[src/rtl/config_pkg.sv]
// Shared constants, field-offset helpers and FSM state type for the
// config-flit router.
package config_pkg;

  localparam logic [2:0] FT_WR  = 3'b100;
  localparam logic [2:0] FT_RD  = 3'b101;
  localparam logic [2:0] FT_RSP = 3'b110;
  localparam logic [2:0] FT_ERR = 3'b111;

  // Default field geometry (data | addr | target | pad | type, LSB first)
  localparam int CDW_DEF  = 21;
  localparam int CAW_DEF  = 15;
  localparam int ATW_DEF  = 3;
  localparam int FW_DEF   = 59;
  localparam int FTW_DEF  = 3;
  localparam int ADDR_LSB = CDW_DEF;
  localparam int TGT_LSB  = CDW_DEF + CAW_DEF;
  localparam int TYPE_LSB = FW_DEF - FTW_DEF;

  // Offsets for non-default geometries
  function automatic int addr_lsb(int cdw);
    return cdw;
  endfunction

  function automatic int tgt_lsb(int cdw, int caw);
    return cdw + caw;
  endfunction

  function automatic int type_lsb(int fw, int ftw);
    return fw - ftw;
  endfunction

  typedef enum logic [2:0] {
    S_IDLE,
    S_WR,
    S_RD,
    S_WAIT,
    S_RSP
  } cr_state_e;

endpackage

[src/rtl/config_fifo.sv]
// Synchronous FD x FW flit FIFO. A push into a full FIFO is accepted when a
// pop happens in the same cycle; otherwise it is dropped and ovf pulses.
module config_fifo #(
  parameter int FW = 59,
  parameter int FD = 4
) (
  input  logic          clk,
  input  logic          rst,
  input  logic          push,
  input  logic [FW-1:0] din,
  input  logic          pop,
  output logic [FW-1:0] head,
  output logic          full,
  output logic          empty,
  output logic          ovf
);

  localparam int AW = (FD > 1) ? $clog2(FD) : 1;

  logic [FW-1:0] mem [FD];
  logic [AW:0]   wp, rp;
  logic          do_push, do_pop;

  assign empty   = (wp == rp);
  assign full    = (wp[AW] != rp[AW]) && (wp[AW-1:0] == rp[AW-1:0]);
  assign do_pop  = pop && !empty;
  assign do_push = push && (!full || do_pop);
  assign ovf     = push && full && !do_pop;
  assign head    = mem[rp[AW-1:0]];

  always_ff @(posedge clk) begin
    if (rst) begin
      wp <= '0;
      rp <= '0;
    end else begin
      if (do_push) wp <= wp + 1'b1;
      if (do_pop)  rp <= rp + 1'b1;
    end
  end

  always_ff @(posedge clk) begin
    if (do_push) mem[wp[AW-1:0]] <= din;
  end

endmodule

[src/rtl/config_router.sv]
// Decodes config flits into per-target write/read strobes and returns read
// data (or an error for unknown targets) as response flits.
module config_router
  import config_pkg::*;
#(
  parameter int FW  = 59,
  parameter int FTW = 3,
  parameter int ATW = 3,
  parameter int CAW = 15,
  parameter int CDW = 21,
  parameter int NT  = 4,
  parameter int FD  = 4,
  parameter int RL  = 1
) (
  input  logic              clk_config,
  input  logic              rst,
  input  logic              spk_in_config_we,
  input  logic [FW-1:0]     spk_in_config_wdata,
  output logic              config_spk_in_credit,
  input  logic [NT-1:0]     tgt_busy,
  output logic [NT-1:0]     cfg_we,
  output logic [CAW-1:0]    cfg_waddr,
  output logic [CDW-1:0]    cfg_wdata,
  output logic [NT-1:0]     cfg_re,
  output logic [CAW-1:0]    cfg_raddr,
  input  logic [NT*CDW-1:0] cfg_rdata,
  input  logic              spk_out_conifg_full,
  output logic              config_spk_out_we,
  output logic [FW-1:0]     config_spk_out_wdata,
  output logic              ovf_err
);

  localparam int A_LSB = addr_lsb(CDW);
  localparam int T_LSB = tgt_lsb(CDW, CAW);
  localparam int Y_LSB = type_lsb(FW, FTW);
  localparam int CW    = (RL > 1) ? $clog2(RL) : 1;

  logic [FW-1:0]  head;
  logic           fifo_full, fifo_empty, fifo_ovf, pop;

  config_fifo #(.FW(FW), .FD(FD)) u_fifo (
    .clk   (clk_config),
    .rst   (rst),
    .push  (spk_in_config_we),
    .din   (spk_in_config_wdata),
    .pop   (pop),
    .head  (head),
    .full  (fifo_full),
    .empty (fifo_empty),
    .ovf   (fifo_ovf)
  );

  logic [FTW-1:0] h_type;
  logic [ATW-1:0] h_tgt;
  logic [CAW-1:0] h_addr;
  logic [CDW-1:0] h_data;
  logic           h_ok, h_busy;
  logic [NT-1:0]  h_oh;

  assign h_type = head[Y_LSB +: FTW];
  assign h_tgt  = head[T_LSB +: ATW];
  assign h_addr = head[A_LSB +: CAW];
  assign h_data = head[CDW-1:0];
  assign h_ok   = ({1'b0, h_tgt} < (ATW+1)'(NT));

  generate
    if (Y_LSB > T_LSB + ATW) begin : g_pad
      logic unused_pad;
      assign unused_pad = ^head[Y_LSB-1:T_LSB+ATW];
    end
  endgenerate

  cr_state_e      st, st_n;
  logic [CW-1:0]  cnt, cnt_n;
  logic [ATW-1:0] tgt_q, tgt_n;
  logic [CAW-1:0] addr_q, addr_n;
  logic [CDW-1:0] wd_q, wd_n, q_rdata;
  logic [NT-1:0]  we_q, we_n, re_q, re_n;
  logic           cred_q, owe_q, owe_n, ovf_q;
  logic [FW-1:0]  flit_q, flit_n;

  function automatic logic [FW-1:0] mk_flit(logic [FTW-1:0] ty, logic [ATW-1:0] t,
                                            logic [CAW-1:0] a, logic [CDW-1:0] d);
    logic [FW-1:0] f;
    f = '0;
    f[Y_LSB +: FTW] = ty;
    f[T_LSB +: ATW] = t;
    f[A_LSB +: CAW] = a;
    f[CDW-1:0]      = d;
    return f;
  endfunction

  always_comb begin
    h_busy = 1'b0;
    h_oh   = '0;
    for (int i = 0; i < NT; i++) begin
      if (h_tgt == ATW'(i)) begin
        h_busy  = tgt_busy[i];
        h_oh[i] = 1'b1;
      end
    end
  end

  always_comb begin
    q_rdata = '0;
    for (int i = 0; i < NT; i++) begin
      if (tgt_q == ATW'(i)) q_rdata = cfg_rdata[i*CDW +: CDW];
    end
  end

  // Response we is registered, so it reflects full as seen one cycle earlier.
  always_comb begin
    st_n   = st;
    cnt_n  = cnt;
    tgt_n  = tgt_q;
    addr_n = addr_q;
    wd_n   = wd_q;
    we_n   = '0;
    re_n   = '0;
    owe_n  = 1'b0;
    flit_n = flit_q;
    pop    = 1'b0;
    case (st)
      S_IDLE: begin
        if (!fifo_empty) begin
          if (!h_ok) begin
            pop = 1'b1;
            if (h_type == FTW'(FT_RD)) begin
              flit_n = mk_flit(FTW'(FT_ERR), h_tgt, h_addr, '0);
              owe_n  = !spk_out_conifg_full;
              st_n   = S_RSP;
            end
          end else if (!h_busy) begin
            pop    = 1'b1;
            tgt_n  = h_tgt;
            addr_n = h_addr;
            wd_n   = h_data;
            if (h_type == FTW'(FT_WR)) begin
              we_n = h_oh;
              st_n = S_WR;
            end else if (h_type == FTW'(FT_RD)) begin
              re_n = h_oh;
              st_n = S_RD;
            end
          end
        end
      end
      S_WR: st_n = S_IDLE;
      S_RD: begin
        cnt_n = '0;
        st_n  = S_WAIT;
      end
      S_WAIT: begin
        if (cnt == CW'(RL-1)) begin
          flit_n = mk_flit(FTW'(FT_RSP), tgt_q, addr_q, q_rdata);
          owe_n  = !spk_out_conifg_full;
          st_n   = S_RSP;
        end else begin
          cnt_n = cnt + 1'b1;
        end
      end
      S_RSP: begin
        if (owe_q) st_n = S_IDLE;
        else       owe_n = !spk_out_conifg_full;
      end
      default: st_n = S_IDLE;
    endcase
  end

  always_ff @(posedge clk_config) begin
    if (rst) begin
      st     <= S_IDLE;
      cnt    <= '0;
      tgt_q  <= '0;
      addr_q <= '0;
      wd_q   <= '0;
      we_q   <= '0;
      re_q   <= '0;
      cred_q <= 1'b0;
      owe_q  <= 1'b0;
      flit_q <= '0;
      ovf_q  <= 1'b0;
    end else begin
      st     <= st_n;
      cnt    <= cnt_n;
      tgt_q  <= tgt_n;
      addr_q <= addr_n;
      wd_q   <= wd_n;
      we_q   <= we_n;
      re_q   <= re_n;
      cred_q <= pop;
      owe_q  <= owe_n;
      flit_q <= flit_n;
      ovf_q  <= ovf_q | fifo_ovf;
    end
  end

  assign cfg_we               = we_q;
  assign cfg_waddr            = addr_q;
  assign cfg_wdata            = wd_q;
  assign cfg_re               = re_q;
  assign cfg_raddr            = addr_q;
  assign config_spk_in_credit = cred_q;
  assign config_spk_out_we    = owe_q;
  assign config_spk_out_wdata = flit_q;
  assign ovf_err              = ovf_q;

endmodule

[config.mk]
export PLATFORM = sky130hd
export DESIGN_NAME = config_router
export DESIGN_NICKNAME = d
export VERILOG_FILES = /design/src/rtl/config_pkg.sv /design/src/rtl/config_fifo.sv /design/src/rtl/config_router.sv
export SDC_FILE = /design/constraint.sdc
export NUM_CORES = 1
export LEC_CHECK = 0
export CAP_MARGIN = 25
export CORE_MARGIN = 4
export CORE_UTILIZATION = 45
export CTS_BUF_LIST = sky130_fd_sc_hd__clkbuf_16
export CTS_CLUSTER_DIAMETER = 40
export DETAILED_ROUTE_END_ITERATION = 7
export PLACE_DENSITY = 0.69
export SLEW_MARGIN = 30
export SYNTH_ARGS = -nofsm -noshare
export SYNTH_HDL_FRONTEND = slang
export SYNTH_HIERARCHICAL = 1
export SYNTH_SLANG_ARGS = --single-unit
[constraint.sdc]
create_clock -name clk_config -period 10 [get_ports clk_config]
set_clock_uncertainty 0.2 [all_clocks]
set_input_delay 2 -clock clk_config [delete_from_list [all_inputs] [get_ports clk_config]]
set_output_delay 2 -clock clk_config [all_outputs]
set_load 0.1 [all_outputs]
==> metrics.csv <==
metric,value,unit
status,"complete, no violations",
timing.reg2reg.setup_slack,5.54,ns
timing.final.crit_period,4.750,ns
root_buffer,clkbuf_16,
clock.fmax,210.5,MHz
die-area,27030,sq um
clk_latency,0.49,ns
p_per_area,271.2,nW/um^2
finalWirelength,26320,um
min_path_type,reg -> reg,
slew_headroom,32.99,%
rr_worst_depth,8,
place_inst,1216,
rows,56,
regArea,7093,sq um
num-fill-cells,1802,
reg2reg_to,u_fifo/mem[0][30],
dp_hpwl,17340,um
slew_violations,0,
path_max_fanout,24,
layout-drive-gt1-share,16.72,%
finalHoldViolCount,0,
viasPerCell,5.228,
postCtsHoldBufs,0,
die_width,164.4,um
cts.repair.resized,0,
multi_input_area,3486,sq um
overflow,0,
core_area,23750,sq um
hold_end,cfg_wdata[18],
num_antenna_cells,0,
globalplace.congestion,0.8180,
synth_area,11010,sq um
cts_tree,yes,
criticalPathCategory,in -> reg,
worstSetupEndpointType,flop,
cts_sinks,270,
nets,1093,
crit_arrival,4.70,ns
first_iter_violations,411,
drc,0,
pin_count,272,
rsz0062_at_grt,false,
io_buffers,237,
htreeDepth,2,
antenna_found_initial,0,
areaGrowthSynthToFinish,33.95,%
worst_slew_pin_slew,1.002,ns
final_cells,1282,
cap_violations,0,
grt_max_degree,75,
grt_pass1_vias,7094,
grt_pass1_wl,40100,um
p_leak,5.161,nW
setup_tns,0,ns
ir_worst_vdd,259.1,uV
routedWlPerCell,20.53,um
max-clock-path-buffers,3,
min_from,cfg_wdata[18],
initial_utilization,46.35,%
cts_buffers,37,
ant_nets,0,
firstDrtPassIters,4,
power,3.999,mW
ys_warn_count,6,
postCtsSetupRepairBufs,0,
die_h,164.4,um
synth_cells,713,
syn_area_per_cell,15.44,sq um
grt_usage,19.28,%
vias,6702,
cp.required,9.95,ns
worstHoldPathCells,2,
setup_violations,0,
worstSetupStartpointType,primary input,
clk_pin_slew_worst_paths,0.05,ns
period_share,47.50,%
[flip-flops by register name, indices dropped and copies added, names as in the netlist, named ones only]
signal / flops
u_fifo/wp: 3
cfg_we: 4
st: 3
config_spk_out_wdata: 41
tgt_q: 3
cfg_re: 4
config_spk_out_we: 1
u_fifo/mem: 168
cfg_wdata: 21
ovf_err: 1
u_fifo/rp: 3
cfg_raddr: 15
config_spk_in_credit: 1
[worst max-delay path by stage]
| stage | endpoint | depth (start not counted) | start |
|---|---|---|---|
| after detailed placement | u_fifo/mem[0][31] | 8 | tgt_busy[2] |
| after global routing | u_fifo/mem[0][31] | 8 | tgt_busy[2] |
| final | u_fifo/mem[0][30] | 8 | tgt_busy[2] |
| after global placement | u_fifo/mem[0][32] | 8 | tgt_busy[2] |
| after CTS | u_fifo/mem[0][31] | 8 | tgt_busy[2] |
| after floorplan | u_fifo/wp[2] | 6 | tgt_busy[2] |
[critical path, cell delays in order]
cell	delay, ns
clkdlybuf4s50_1	0.40
mux2i_1	0.21
mux2i_1	0.14
a21oi_1	0.36
inv_1	0.19
a41oi_2	0.31
and2_2	0.61
buf_4	0.46
[metal layers]
layer / vias to the layer above / track usage [%] / part of all wire [%]
li1: 3123 / - / -
met4: 0 / 6.730 / 3.0
met3: 50 / 4.966 / 8.6
met1: 3271 / 22.84 / 38
met2: 258 / 34.17 / 51
met5: - / 0 / 0
[per-stage QoR]
stage	utilization (%)	setup WS [ns]	hold WS, ns	cell area, sq um
3_3_place_gp	56.67	4.722	0.2432	13460
5_1_grt	62.09	5.041	0.2889	14750
6_report	62.09	5.250	0.2567	14750
2_1_floorplan	-	5.372	0.2694	11070
4_1_cts	61.99	5.211	0.2608	14730
3_5_place_dp	56.62	4.688	0.2475	13450
[power by group]
group          leakage [nW]  switching (mW)  internal, mW
sequential             2.37          0.0662          1.29
combinational          2.15           0.886         0.421
clock                 0.642           0.475         0.863
total                  5.16            1.43          2.57
[layout by cell type, fill, tap and decap left out, drive strengths merged, types with 17 or more instances in the layout]
| cell type | n |
|---|---|
| nor2 | 21 |
| conb | 17 |
| a22o | 21 |
| clkbuf | 37 |
| mux4 | 63 |
| clkdlybuf4s50 | 231 |
| mux2i | 60 |
| buf | 20 |
| a211oi | 17 |
| dfxtp | 102 |
| inv | 20 |
| edfxtp | 168 |
| nand2 | 82 |
| a21oi | 19 |
[cell type report]
class / count / area share [%]
Clock buffer: 37 / 6.278
Tap cell: 319 / 2.706
Inverter: 9 / 0.2290
Timing Repair Buffer: 251 / 16.68
Multi-Input combinational cell: 368 / 23.63
Sequential cell: 270 / 48.09
Clock inverter: 28 / 2.384
No activity file was read; power rests on OpenSTA's default activity.
==> patch 1, RTL diff (same settings) <==
Register the output `ovf_err` once more; this adds one clock of latency there. The other outputs are not delayed to match.
--- a/src/rtl/config_router.sv
+++ b/src/rtl/config_router.sv
@@ -203,7 +203,9 @@
   assign config_spk_in_credit = cred_q;
   assign config_spk_out_we    = owe_q;
   assign config_spk_out_wdata = flit_q;
-  assign ovf_err              = ovf_q;
+  always_ff @(posedge clk_config) begin
+    ovf_err <= ovf_q;
+  end
 
 endmodule
 
Check against the original RTL: same outputs for any inputs over 4 cycles, from zero or initial values and one cycle with rst high; that may be too few to reach the edited logic, so the function may still have changed.
==> patch 1 against the original RTL <==
Setup slack worse by 0.045 ns. Core utilization shrank 1.1 points. Critical path depth stayed put. Sequential share of layout area hardly changed. Die area rose by 0.18%. Synthesized area increased by 0.18%. Power hardly changed. Synthesized cell count up 0.14%. Sequential cell count is 1 higher. Count of clock-buffer cells in the layout up 2. First-iteration DRC count shrank 13%. Design area is 0.35% higher. Wire length rose by 1.0%. Maximum frequency down 0.94%. Critical endpoint is now u_fifo/mem[2][58]. Largest cell class unchanged. Highest routed layer unchanged.
==> patch 1: results (changes against the original RTL) <==
qor: cts.worst_skew_pair.late_latency 0.51 ns [+0.02 ns]
qor: grt.number_of_antenna_violations_at_the_first_check_in_global_routing 0 [unchanged]
qor: drt.wire_per_inst 20.56 um [+0.16%]
qor: placement.routabilityCongestion 0.7598 [-7.1%]
qor: drt.routed-wl-met3 2065 um [-8.5%]
qor: finish.layout_cell_share_with_drive_strength_beyond_1 16.72% [about the same]
qor: grt.grt_max_degree 51 [-32%]
qor: power_and_ir_drop.irDropWorstVdd 190.4 uV [-26%]
qor: logic_synthesis.ys_warn_count 6 [unchanged]
qor: drt.drc 0 [unchanged]
qor: setup_path.critical_path_peak_fanout 22 [-8.3%]
qor: cts.clk_path_buf_depth 3 [unchanged]
qor: grt.vias_in_the_first_global_route 7037 [-0.80%]
qor: cts.clkTransAtPathRegs 0.05 ns [about the same]
qor: finish.finish.net_count 1096 [+0.27%]
qor: min_path.hold_class flip-flop to flip-flop
qor: cts.post-cts-setup-buffers 0 [unchanged]
qor: drt.detail_route.iter0.violations 356 [-13%]
qor: cts.clock_tree.htree_level_count 2 [unchanged]
qor: drt.met1_length 10310 um [+3.8%]
qor: drt.met2RoutedLength 13540 um [+1.6%]
qor: power_and_ir_drop.power.leakage 5.168 nW [+0.14%]
qor: setup_path.worst_path_largest_cell_delay 0.60 ns
qor: placement.port-buffer-count 237 [unchanged]
qor: grt.total_congestion_overflow_after_global_routing 0 [unchanged]
qor: timing.relSlewSlack 31.91% [-1.1 points]
qor: finish.diodes 0 [unchanged]
qor: grt.globalRouteTotalUtil 19.13% [-0.15 points]
qor: placement.hpwl 17200 um [-0.79%]
qor: drt.vias_per_cell 5.234 [+0.13%]
qor: finish.flip_flop_count_of_the_largest_register_after_layout 168 [unchanged]
qor: grt.global_route_wire_length_before_repair 39530 um [-1.4%]
qor: setup_path.cp_data_arrival_time 4.75 ns [+0.05 ns]
qor: run_status.status finished clean
==> patch 1: area by class of cell <==
| type | count | area [um^2] |
|---|---|---|
| Fill cell | 1858 | 9448 |
| Sequential cell | 271 | 7113 |
| Multi-Input combinational cell | 368 | 3475 |
| Timing Repair Buffer | 253 | 2490 |
| Clock buffer | 39 | 975.9 |
| Tap cell | 324 | 405.4 |
| Clock inverter | 29 | 307.8 |
| Inverter | 9 | 33.78 |
==> patch 1: per-layer routing <==
layer  vias to the layer above  track usage [%]
met2                       250            34.31
met5                         -                0
met1                      3344            22.76
met4                         0            6.011
li1                       3127                -
met3                        47            4.567
==> patch 1: worst paths after layout <==
path,start,end,slack (ns),cells past startpoint
min reg2reg,ovf_q,ovf_err,0.16,0
min,ovf_q,ovf_err,0.16,0
max,tgt_busy[2],u_fifo/mem[2][58],5.20,8
max reg2reg,flip-flop,u_fifo/mem[2][58],5.97,8
==> patch 1: through the flow <==
stage | worst slack [ns] | instance area, um^2 | cells | power [W] | utilization (%)
global placement | 4.594 | 13500 | 1224 | 0.002692 | 55.69
finish | 5.205 | 14800 | 1293 | 0.003997 | 61.04
CTS | 5.083 | 14800 | 1293 | 0.004042 | 61.04
detailed placement | 4.564 | 13520 | 1225 | 0.002702 | 55.74
floorplan | 5.372 | 11090 | 730 | 0.002408 | -
global route | 4.992 | 14800 | 1293 | 0.004164 | 61.04
==> patch 1: report_power, final <==
group	leakage, nW	internal [W]	switching [W]	total, W
clock	0.642	0.000845	0.000484	0.00133
combinational	2.15	0.000422	0.000885	0.00131
sequential	2.38	0.00129	0.0000678	0.00136
total	5.17	0.00256	0.00144	0.00400
==> patch 1: worst register-to-register path, cell delays in order, from the launching register on <==
cell     delay, ns
dfxtp_4       0.38
buf_4         0.66
mux4_2        0.55
inv_1         0.09
a21oi_1       0.27
inv_1         0.18
a41oi_2       0.29
and2_2        0.60
buf_4         0.46
==> patch 2, RTL diff (same flow settings) <==
Without the edit above. `NT`: 4 -> 2.
--- a/src/rtl/config_router.sv
+++ b/src/rtl/config_router.sv
@@ -8,7 +8,7 @@
   parameter int ATW = 3,
   parameter int CAW = 15,
   parameter int CDW = 21,
-  parameter int NT  = 4,
+  parameter int NT  = 2,
   parameter int FD  = 4,
   parameter int RL  = 1
 ) (
Ports: changed (resized cfg_rdata, cfg_re, cfg_we and tgt_busy); port bits go from 272 to 224. The function was not compared with the original's and may differ.
==> patch 2 against the original RTL <==
Design area down 5.9%. Power down 12%. Wire length down 1.7%. Synthesized area down 2.7%. Sequential cell count shrank 4. Non-clock buffer count decreased by 47. First-iteration DRC count up 18%. Setup slack got worse by 0.34 ns.
==> patch 2: results (changes against the original RTL) <==
qor: run_status.status finished clean
qor: finish.flip_flop_count_of_the_largest_register_after_layout 168 [unchanged]
qor: min_path.hold_class flip-flop to flip-flop
qor: grt.grt_max_degree 81 [+8.0%]
qor: drt.dr_total_vias 6894 [+2.9%]
qor: setup_path.critical_path_peak_fanout 40 [+67%]
qor: placement.port-buffer-count 189 [-20%]
qor: setup_path.ff2ff_path_depth 9 [+1]
qor: cts.post-cts-setup-buffers 0 [unchanged]
qor: grt.global_route_wire_length_before_repair 39550 um [-1.4%]
qor: grt.globalRouteTotalUtil 19.15% [-0.13 points]
qor: placement.hpwl 15630 um [-9.9%]
qor: cts.clk_path_buf_depth 3 [unchanged]
qor: finish.finish.net_count 976 [-11%]
qor: drt.drt_first_pass_iters 7 [+3]
qor: logic_synthesis.synth_cells 704 [-1.3%]
qor: grt.number_of_antenna_violations_at_the_first_check_in_global_routing 2 [+2]
qor: setup_path.crit_start tgt_busy[1]
qor: setup_path.cp_data_arrival_time 5.04 ns [+0.34 ns]
qor: setup_path.worstSetupEndpoint u_fifo/mem[2][4]
qor: finish.final-instance-count-excl-fill 1211 [-5.5%]
qor: placement.post_dp_cell_area 0.01270 mm^2 [-5.6%]
qor: logic_synthesis.ys_warn_count 6 [unchanged]
qor: setup_path.worst_path_largest_cell_delay 0.58 ns [-0.03 ns]
qor: drt.detail_route.iter0.violations 485 [+18%]
qor: cts.postCtsResizedCells 0 [unchanged]
qor: cts.cts_buffers 36 [-2.7%]
qor: cts.root_buf_cell clkbuf_16
qor: power_and_ir_drop.power.leakage 4.589 nW [-11%]
qor: cts.worst_skew_pair.late_latency 0.51 ns [+0.02 ns]
qor: cts.clock_tree.htree_level_count 2 [unchanged]
qor: finish.diodes 0 [unchanged]
qor: placement.routabilityCongestion 0.7074 [-14%]
qor: finish.layout_cell_share_with_drive_strength_beyond_1 15.92% [-0.80 points]
qor: setup_path.r2r_setup_slack 5.25 ns [-0.29 ns]
qor: drt.wire_per_inst 21.35 um [+4.0%]
qor: power_and_ir_drop.irDropWorstVdd 170.0 uV [-34%]
qor: timing.setup_viol 0 [unchanged]
qor: placement.placed_cells 1144 [-5.9%]
qor: timing.tightestPinTransition 1.002 ns [+0.00007838 ns]
qor: grt.vias_in_the_first_global_route 7063 [-0.44%]
-- patch 2: worst min-delay path by stage --
stage | startpoint | end | slack [ns] | cells after the start
floorplan | tgt_q[2] | tgt_q[2] | 0.27 | 1
global placement | config_spk_out_wdata[12] | config_spk_out_wdata[12] | 0.24 | 1
detailed placement | config_spk_out_wdata[1] | config_spk_out_wdata[1] | 0.25 | 1
CTS | config_spk_out_wdata[5] | config_spk_out_wdata[5] | 0.26 | 1
global route | config_spk_out_wdata[12] | config_spk_out_wdata[12] | 0.28 | 1
finish | config_spk_out_wdata[14] | config_spk_out_wdata[14] | 0.26 | 1
-- patch 2: cell type report --
cell class | count | area, um^2
clock inverters | 29 | 237.7
multi-input cells | 348 | 3268
fillers | 1810 | 9588
well taps | 319 | 399.1
inverters | 8 | 30.03
clock buffers | 37 | 925.9
repair buffers | 204 | 2012
flip-flops and latches | 266 | 7012
-- patch 2: through the flow --
stage | power (W) | setup WS [ns]
2_1_floorplan | 0.002078 | 5.116
5_1_grt | 0.003665 | 4.769
3_5_place_dp | 0.002325 | 4.404
4_1_cts | 0.003546 | 4.918
6_report | 0.003526 | 4.911
3_3_place_gp | 0.002317 | 4.438
-- patch 2: routing by layer --
| layer | wire [um] | share of wire (%) | track usage [%] |
|---|---|---|---|
| met1 | 11030 | 43 | 25.49 |
| met3 | 1964 | 7.6 | 5.075 |
| met5 | 22 | 0.085 | 0 |
| met4 | 596 | 2.3 | 6.767 |
| met2 | 12250 | 47 | 30.62 |
-- patch 2: where the power goes --
part	switching [W]	internal, W	total [W]
logic	0.000713	0.000297	0.00101
clock network	0.000477	0.000738	0.00121
registers	0.0000557	0.00125	0.00130
total	0.00125	0.00228	0.00353
-- patch 2: worst reg2reg max path, delay by kind of cell, from the launching register on --
family	cells	cell delay, ns
compound gates	2	0.74
simple gates	1	0.58
flops	1	0.58
mux	2	1.02
buf+inv	4	1.26
